$ cat src/rtl/lvds_rx_pkg.sv
// Shared types and constants for the LVDS receive framer.
// The six framing states, the default sync pairs and the frame geometry.
package lvds_rx_pkg;

    typedef enum logic [2:0] {
        IDLE,
        HUNT,
        I_DATA,
        Q_SYNC,
        Q_DATA,
        I_SYNC
    } state_t;

    localparam logic [1:0]  SYNC_I          = 2'b10;
    localparam logic [1:0]  SYNC_Q          = 2'b01;
    localparam int unsigned FIELD_W         = 14;
    localparam int unsigned PAIRS_PER_FIELD = 7;

endpackage

$ cat src/rtl/sat_counter.sv
// Saturating up-counter: holds at all-ones and never wraps.
// Cleared only by the asynchronous reset.
module sat_counter #(
    parameter int unsigned W = 8
) (
    input  logic         i_sys_clk,
    input  logic         i_reset_n,
    input  logic         i_inc,
    output logic [W-1:0] o_count
);

    always_ff @(posedge i_sys_clk or negedge i_reset_n) begin
        if (!i_reset_n) begin
            o_count <= '0;
        end else if (i_inc && (o_count != '1)) begin
            o_count <= o_count + 1'b1;
        end
    end

endmodule

$ cat src/rtl/lvds_rx_framer.sv
// Sync hunt and word assembly for the de-serialised I/Q LVDS stream.
// Each 16-pair frame becomes one 32-bit push into the RX FIFO.
module lvds_rx_framer
    import lvds_rx_pkg::*;
#(
    parameter logic [1:0]  SYNC_I = lvds_rx_pkg::SYNC_I,
    parameter logic [1:0]  SYNC_Q = lvds_rx_pkg::SYNC_Q,
    parameter int unsigned CNT_W  = 8
) (
    input  logic             i_sys_clk,
    input  logic             i_reset_n,
    input  logic             i_enable,
    input  logic [1:0]       i_ddr_data,
    input  logic             i_fifo_full,
    output logic             o_fifo_push,
    output logic [31:0]      o_fifo_pushed_data,
    output logic             o_locked,
    output logic [CNT_W-1:0] o_sync_err_cnt,
    output logic [CNT_W-1:0] o_overflow_cnt
);

    localparam logic [2:0] LAST_PAIR = 3'(PAIRS_PER_FIELD - 1);

    state_t      state, state_nxt;
    logic [2:0]  pair_cnt, pair_cnt_nxt;
    logic [29:0] shreg;
    logic [31:0] word_nxt;
    logic        push_nxt, locked_nxt, sync_err, overflow;

    // The shift register keeps the last 15 pairs, so word_nxt is the full frame on the 16th.
    assign word_nxt = {shreg, i_ddr_data};

    always_comb begin
        state_nxt    = state;
        pair_cnt_nxt = pair_cnt;
        push_nxt     = 1'b0;
        locked_nxt   = o_locked;
        sync_err     = 1'b0;
        overflow     = 1'b0;
        if (!i_enable) begin
            state_nxt    = IDLE;
            pair_cnt_nxt = '0;
            locked_nxt   = 1'b0;
        end else begin
            unique case (state)
                IDLE: state_nxt = HUNT;
                HUNT: begin
                    if (i_ddr_data == SYNC_I) begin
                        state_nxt    = I_DATA;
                        pair_cnt_nxt = '0;
                    end
                end
                I_DATA: begin
                    if (pair_cnt == LAST_PAIR) begin
                        state_nxt    = Q_SYNC;
                        pair_cnt_nxt = '0;
                    end else begin
                        pair_cnt_nxt = pair_cnt + 3'd1;
                    end
                end
                Q_SYNC: begin
                    if (i_ddr_data == SYNC_Q) begin
                        state_nxt = Q_DATA;
                    end else begin
                        state_nxt  = HUNT;
                        sync_err   = 1'b1;
                        locked_nxt = 1'b0;
                    end
                end
                Q_DATA: begin
                    if (pair_cnt == LAST_PAIR) begin
                        state_nxt    = I_SYNC;
                        pair_cnt_nxt = '0;
                        if (i_fifo_full) begin
                            overflow = 1'b1;
                        end else begin
                            push_nxt   = 1'b1;
                            locked_nxt = 1'b1;
                        end
                    end else begin
                        pair_cnt_nxt = pair_cnt + 3'd1;
                    end
                end
                I_SYNC: begin
                    if (i_ddr_data == SYNC_I) begin
                        state_nxt = I_DATA;
                    end else begin
                        state_nxt  = HUNT;
                        sync_err   = 1'b1;
                        locked_nxt = 1'b0;
                    end
                end
                default: state_nxt = IDLE;
            endcase
        end
    end

    always_ff @(posedge i_sys_clk or negedge i_reset_n) begin
        if (!i_reset_n) begin
            state              <= IDLE;
            pair_cnt           <= '0;
            shreg              <= '0;
            o_fifo_push        <= 1'b0;
            o_fifo_pushed_data <= '0;
            o_locked           <= 1'b0;
        end else begin
            state       <= state_nxt;
            pair_cnt    <= pair_cnt_nxt;
            o_fifo_push <= push_nxt;
            o_locked    <= locked_nxt;
            shreg       <= (state_nxt == IDLE) ? '0 : word_nxt[29:0];
            if (push_nxt) begin
                o_fifo_pushed_data <= word_nxt;
            end
        end
    end

    sat_counter #(.W(CNT_W)) u_sync_err_cnt (
        .i_sys_clk (i_sys_clk),
        .i_reset_n (i_reset_n),
        .i_inc     (sync_err),
        .o_count   (o_sync_err_cnt)
    );

    sat_counter #(.W(CNT_W)) u_overflow_cnt (
        .i_sys_clk (i_sys_clk),
        .i_reset_n (i_reset_n),
        .i_inc     (overflow),
        .o_count   (o_overflow_cnt)
    );

endmodule

$ cat config.mk
export PLATFORM = sky130hd
export DESIGN_NAME = lvds_rx_framer
export DESIGN_NICKNAME = d
export VERILOG_FILES = /design/src/rtl/lvds_rx_pkg.sv /design/src/rtl/sat_counter.sv /design/src/rtl/lvds_rx_framer.sv
export SDC_FILE = /design/constraint.sdc
export NUM_CORES = 1
export LEC_CHECK = 0
export BUFFER_PORTS_ARGS = -buffer_cell sky130_fd_sc_hd__buf_2
export CAP_MARGIN = 20
export CORE_AREA = 2 2 123 125
export CTS_BUF_LIST = sky130_fd_sc_hd__clkbuf_2
export CTS_CLUSTER_DIAMETER = 60
export DETAILED_ROUTE_END_ITERATION = 10
export DIE_AREA = 0 0 125 127
export PLACE_DENSITY_LB_ADDON = 0.25
export SKIP_CTS_REPAIR_TIMING = 1
export SLEW_MARGIN = 25
export SYNTH_ARGS = -nofsm -noshare
export SYNTH_HDL_FRONTEND = slang
export SYNTH_HIERARCHICAL = 1
export SYNTH_SLANG_ARGS = --single-unit
$ cat constraint.sdc
create_clock -name i_sys_clk -period 2.25 [get_ports i_sys_clk]
set_clock_uncertainty 0.2 [all_clocks]
set_input_delay 0.225 -clock i_sys_clk [delete_from_list [all_inputs] [get_ports i_sys_clk]]
set_output_delay 0.225 -clock i_sys_clk [all_outputs]
set_load 0.01 [all_outputs]
==> After elaboration in Yosys (flattened, before gate mapping) <==
Cells that the tools add are included.
W data, S select, Z words.
{ "word_totals": {"output_inout_bits": 50, "elab_cells": 65, "input_bits": 6, "regBits": 86} }
{ "op_classes": {"eq_ne": 17, "reduce_logical": 7, "muxes": 30, "n_addsub": 3} }
{ "op_table": {"columns": ["cell", "n"], "rows": [
  ["$mux W30", 1],
  ["$mux W3", 8],
  ["$pmux W3 S6", 1],
  ["$add A8 B1 Y8 const B", 2],
  ["$mux W1", 16],
  ["$ne A8 B8 Y1 const B", 2],
  ["$ne A3 B3 Y1 const B", 5],
  ["$eq A3 B3 Y1 const B", 3],
  ["$eq A3 B2 Y1 const B", 2],
  ["$logic_not A3 Y1", 2],
  ["$pmux W3 S2", 1],
  ["$reduce_and A5 Y1", 1],
  ["$ne A4 B1 Y1 const B", 1],
  ["$add A3 B1 Y3 const B", 1],
  ["$eq A3 B1 Y1 const B", 1],
  ["$ne A3 B2 Y1 const B", 1],
  ["$pmux W1 S3", 1],
  ["$eq A2 B1 Y1 const B", 1],
  ["$eq A2 B2 Y1 const B", 1],
  ["$logic_and A1 B1 Y1", 2],
  ["$mux W2", 1],
  ["$pmux W1 S2", 1],
  ["$reduce_and A2 Y1", 1],
  ["$reduce_or A2 Y1", 1]
]} }

==> Logic depth before layout (Yosys ltp) <==
{ "depth": {"ltp_word": 6, "ltp_mapped": 7, "depth_no_buf": 7} }

==> Cells and area by module <==
The synthesis kept the hierarchy.
{ "modules_own_cells": {"columns": ["mod", "cells_each", "area_per_inst_um2", "n_inst"], "rows": [
  ["lvds_rx_framer", 182, 2775.2, 1],
  ["sat_counter", 34, 407.9, 2]
]} }

==> Worst setup path before layout <==
No wires, ideal clock.
{ "synth_path": {"kind": "register to register", "startpoint": "register state[2]", "endpoint": "register u_sync_err_cnt.o_count[5]", "arrival_time_ps": 1685, "path_slack_ps": 240, "stages_incl_launch_ff": 8, "cell_sequence": "dfrtp_1 -> buf_6 -> o21ai_0 -> nand3_1 -> nor2_1 -> and4_4 -> nand3_2 -> mux2_4"} }
{ "synth_via": {"elab_chain_len": 4, "word_cells_on_any_way": 5, "classes_between": "eq/ne: 2; mux: 2; reduce/logical: 1"} }
{ "synth_lines": {"columns": ["element", "line_no", "text"], "rows": [
  ["from (decl)", "lvds_rx_framer.sv:24", "state_t state, state_nxt;"],
  ["from (signal assigned)", "lvds_rx_framer.sv:107", "state <= state_nxt;"],
  ["$eq A3 B3 Y1 or $eq A3 B2 Y1 (tied branches)", "lvds_rx_framer.sv:45", "unique case (state)"],
  ["$pmux W1 S2 *", "lvds_rx_framer.sv:45", null],
  ["$mux W1 *", "lvds_rx_framer.sv:40", "if (!i_enable) begin"],
  ["via sync_err", "lvds_rx_framer.sv:28", "logic push_nxt, locked_nxt, sync_err, overflow;"],
  ["$logic_and A1 B1 Y1 *", "sat_counter.sv:15", "end else if (i_inc && (o_count != '1)) begin"],
  ["to (signal assigned)", "sat_counter.sv:16", "o_count <= o_count + 1'b1;"],
  ["to (decl)", "sat_counter.sv:9", "output logic [W-1:0] o_count"]
]} }
Mark *: on every way through the listed nets, which the timed path passes. The rest lies on a longest branch.
A chain may end at the register's enable or synchronous reset.

==> Worst setup path after layout <==
{ "layout_path": {"startpoint": "register state[0]", "endpoint": "register u_overflow_cnt.o_count[4]"} }
{ "layout_via": {"elab_chain_len": 4} }
{ "layout_lines": {"columns": ["element", "line_no"], "rows": [
  ["$eq A3 B3 Y1", "lvds_rx_framer.sv:45"],
  ["$mux W1", "lvds_rx_framer.sv:45"],
  ["$mux W1", "lvds_rx_framer.sv:40"],
  ["via overflow", "lvds_rx_framer.sv:28"],
  ["$logic_and A1 B1 Y1", "sat_counter.sv:15"],
  ["to (signal assigned)", "sat_counter.sv:16"],
  ["to (decl)", "sat_counter.sv:9"]
]} }
The timed path passes the listed nets, and every way through them passes these cells.

==> results.ini <==
[place]
place_ws_ns = 0.0486
place_area_sq_um = 4120
hpwl_um = 4690
gp_congestion = 0.781
portBuffers = 55

[routing]
wirelength_um = 7280
first_pass_iters = 4
vias_per_cell = 4.34
num_vias = 2218
antenna_left = 0
wl_per_cell_um = 14.3
drcViolationCount = 0
drt_iter0_drc = 96

[pwr]
p_per_area_nw_per_um2 = 609
power.ir.vdd_worst_mv = 0.310
power.total_mw = 2.64
cellLeakagePower_nw = 2.18

[floorplanning]
initial_core_util = 0.249
coreArea_sq_um = 14400
rows = 44
fp.dieH_um = 127
dieWidth_um = 125
die-area_sq_um = 15900
ios = 56

[critical_path]
criticalPathCategory = reg -> reg
reg2regPathDepth = 7
crit_fanout = 8
crit_path_end_kind = flop
rr_startpoint = state[0]$_DFF_PN0_
start_kind = flop
r2r_setup_slack_ns = 0.16
cp.required_ns = 2.55
worstReg2RegEnd = u_overflow_cnt/o_count[4]$_DFFE_PN0P_
crit_arrival_ns = 2.39

[grt]
grt_pass1_vias = 2173
grt_overflow = 0
grt_max_degree = 38
track_usage = 0.0945
antenna_found_initial = 0
grt_pass1_wl_um = 11700

[timing]
period_needed_ns = 2.09
setup_ws_ns = 0.160
drv_slew = 0
worst_pin_slew_ns = 0.359
report.final.setup_viol = 0
holdWs_ns = 0.260
setup-tns-final_ns = 0
min_period_over_period = 0.929
final_hold_viol_count = 0
max_freq_mhz = 479
rsz0062_at_grt = false
slew_headroom = 0.760

[synth]
synth_top_area_cell = dfrtp_1
synth.avg_cell_area_sq_um = 14.4
postSynthCellCount = 250
synth_area_leaders = dfrtp_1, mux2_4, and2_1
synth_ff_type = dfrtp_1
netlist_area_sq_um = 3590
synth_nets = 258
synth_edf_count = 0
yosys_warnings = 6
synth_cell_type_count = 47
ys_ff_latch = 86
yosysSeqAreaShare = 0.599
yosys.area.top_type_share = 0.599
async_reset_ff_frac = 1.00

[hold_path]
worstHoldPathType = in -> reg
hold_depth = 3
min_to = o_fifo_pushed_data[0]$_DFFE_PN0P_
min_from = i_ddr_data[0]

[final_layout]
fin_area_sq_um = 4340
area_delta_synth_final_pct = 20.8
layout.nets = 332
diodes = 0
drive_above_1_share = 0.385
nFillCells = 1490

[clocking]
clk_pin_slew_worst_paths_ns = 0.21
cts-root-buf = clkbuf_2
max-clock-path-buffers = 2
clk_latency_ns = 0.56
numCtsBuffers = 9
cts_tree = built
cts-htree-levels = 3
cts.sinks = 86

[flow_run]
cap_violations = 0

[outcome]
outcome = finished clean

[registers in the layout (all words and copies together), names as in the netlist]
name                    count
u_overflow_cnt/o_count      8
o_fifo_push                 1
u_sync_err_cnt/o_count      8
pair_cnt                    3
state                       3
shreg                      30
o_locked                    1
o_fifo_pushed_data         32
[power by group]
group | internal [mW] | leakage [nW] | switching, mW
Combinational | 0.0671 | 0.915 | 0.0939
Clock | 0.349 | 0.0713 | 0.522
Sequential | 1.58 | 1.19 | 0.0329
Total | 1.99 | 2.18 | 0.649
[cells in the mapped netlist, types with 2 or more instances]
cell type and count:
and3_4 2, buf_6 2, o211ai_1 2, nor3_1 2
xor2_1 2, a21boi_0 3, mux2_1 6, o21ai_0 2
and2_1 30, o21ai_2 2, nand4_1 2, clkbuf_1 3
buf_8 3, inv_1 5, a311oi_2 2, nand3_2 2
nand2_1 6, dfrtp_1 86, a31oi_1 4, nor2b_4 2
mux2_4 30, and4_4 2, and4b_1 2, ha_1 2
o21a_1 4, nand3_1 6, a21oi_1 6, nor2_1 6
xnor2_1 3, a41oi_1 4
[layout by cell type (no fill, tap or decap), types with 3 or more instances in the layout]
cell,instances
dfrtp_1,86
buf_2,54
and2_1,30
mux2_4,30
clkbuf_2,9
dlygate4sd3_1,7
buf_4,7
nand2_1,6
nand3_1,6
mux2_1,6
nor2_1,5
inv_1,5
a21oi_1,5
o21a_1,4
buf_12,4
a31oi_1,4
a41oi_1,4
xnor2_1,3
a21boi_0,3
[critical path, stage by stage (launching register included)]
cell,delay (ns)
dfrtp_1,0.53
nor2b_4,0.15
nor2b_4,0.17
and4_1,0.26
buf_4,0.15
nand3_1,0.13
a311oi_2,0.28
xor2_1,0.16
[layout make-up]
type	count	area [sq um]	share of cell area
Clock buffer	9	45.0	0.0104
Clock inverter	5	76.3	0.0176
Inverter	5	18.8	0.00433
Multi-Input combinational cell	150	1340	0.309
Sequential cell	86	2150	0.496
Tap cell	184	230	0.0531
Timing Repair Buffer	72	473	0.109
[worst max path at each step]
stage / start / endpoint / slack (ns)
floorplan: state[2]$_DFF_PN0_ / u_sync_err_cnt/o_count[5]$_DFFE_PN0P_ / 0.24
global placement: i_ddr_data[0] / u_sync_err_cnt/o_count[5]$_DFFE_PN0P_ / 0.09
detailed placement: i_ddr_data[0] / u_sync_err_cnt/o_count[5]$_DFFE_PN0P_ / 0.05
CTS: state[2]$_DFF_PN0_ / u_sync_err_cnt/o_count[5]$_DFFE_PN0P_ / 0.08
global route: state[0]$_DFF_PN0_ / u_overflow_cnt/o_count[4]$_DFFE_PN0P_ / 0.03
finish: state[0]$_DFF_PN0_ / u_overflow_cnt/o_count[4]$_DFFE_PN0P_ / 0.16
[per-layer routing]
layer	global-route usage	vias up	part of all wire	wire [um]
li1	-	1032	-	-
met1	0.124	1113	0.48	3470
met2	0.140	61	0.46	3330
met3	0.0276	12	0.042	309
met4	0.0529	0	0.024	173
met5	0	-	0	0
[metrics by stage]
stage | cells | util
final | 511 | 0.301
after detailed placement | 489 | 0.286
after floorplan | 250 | -
after CTS | 503 | 0.294
after global placement | 489 | 0.286
after global routing | 511 | 0.301
[kinds of logic (layout without fill, tap and decap cells)]
| logic type | count (synthesis) | in the layout | share of synthesized area |
|---|---|---|---|
| flops | 86 | 86 | 0.599 |
| mux | 36 | 36 | 0.144 |
| xor+xnor | 5 | 5 | 0.0122 |
| simple gates | 70 | 70 | 0.128 |
| buf+inv | 14 | 91 | 0.0293 |
| fa+ha+maj | 2 | 2 | 0.00697 |
| compound gates | 37 | 37 | 0.0798 |
(Power assumes the default switching activity.)
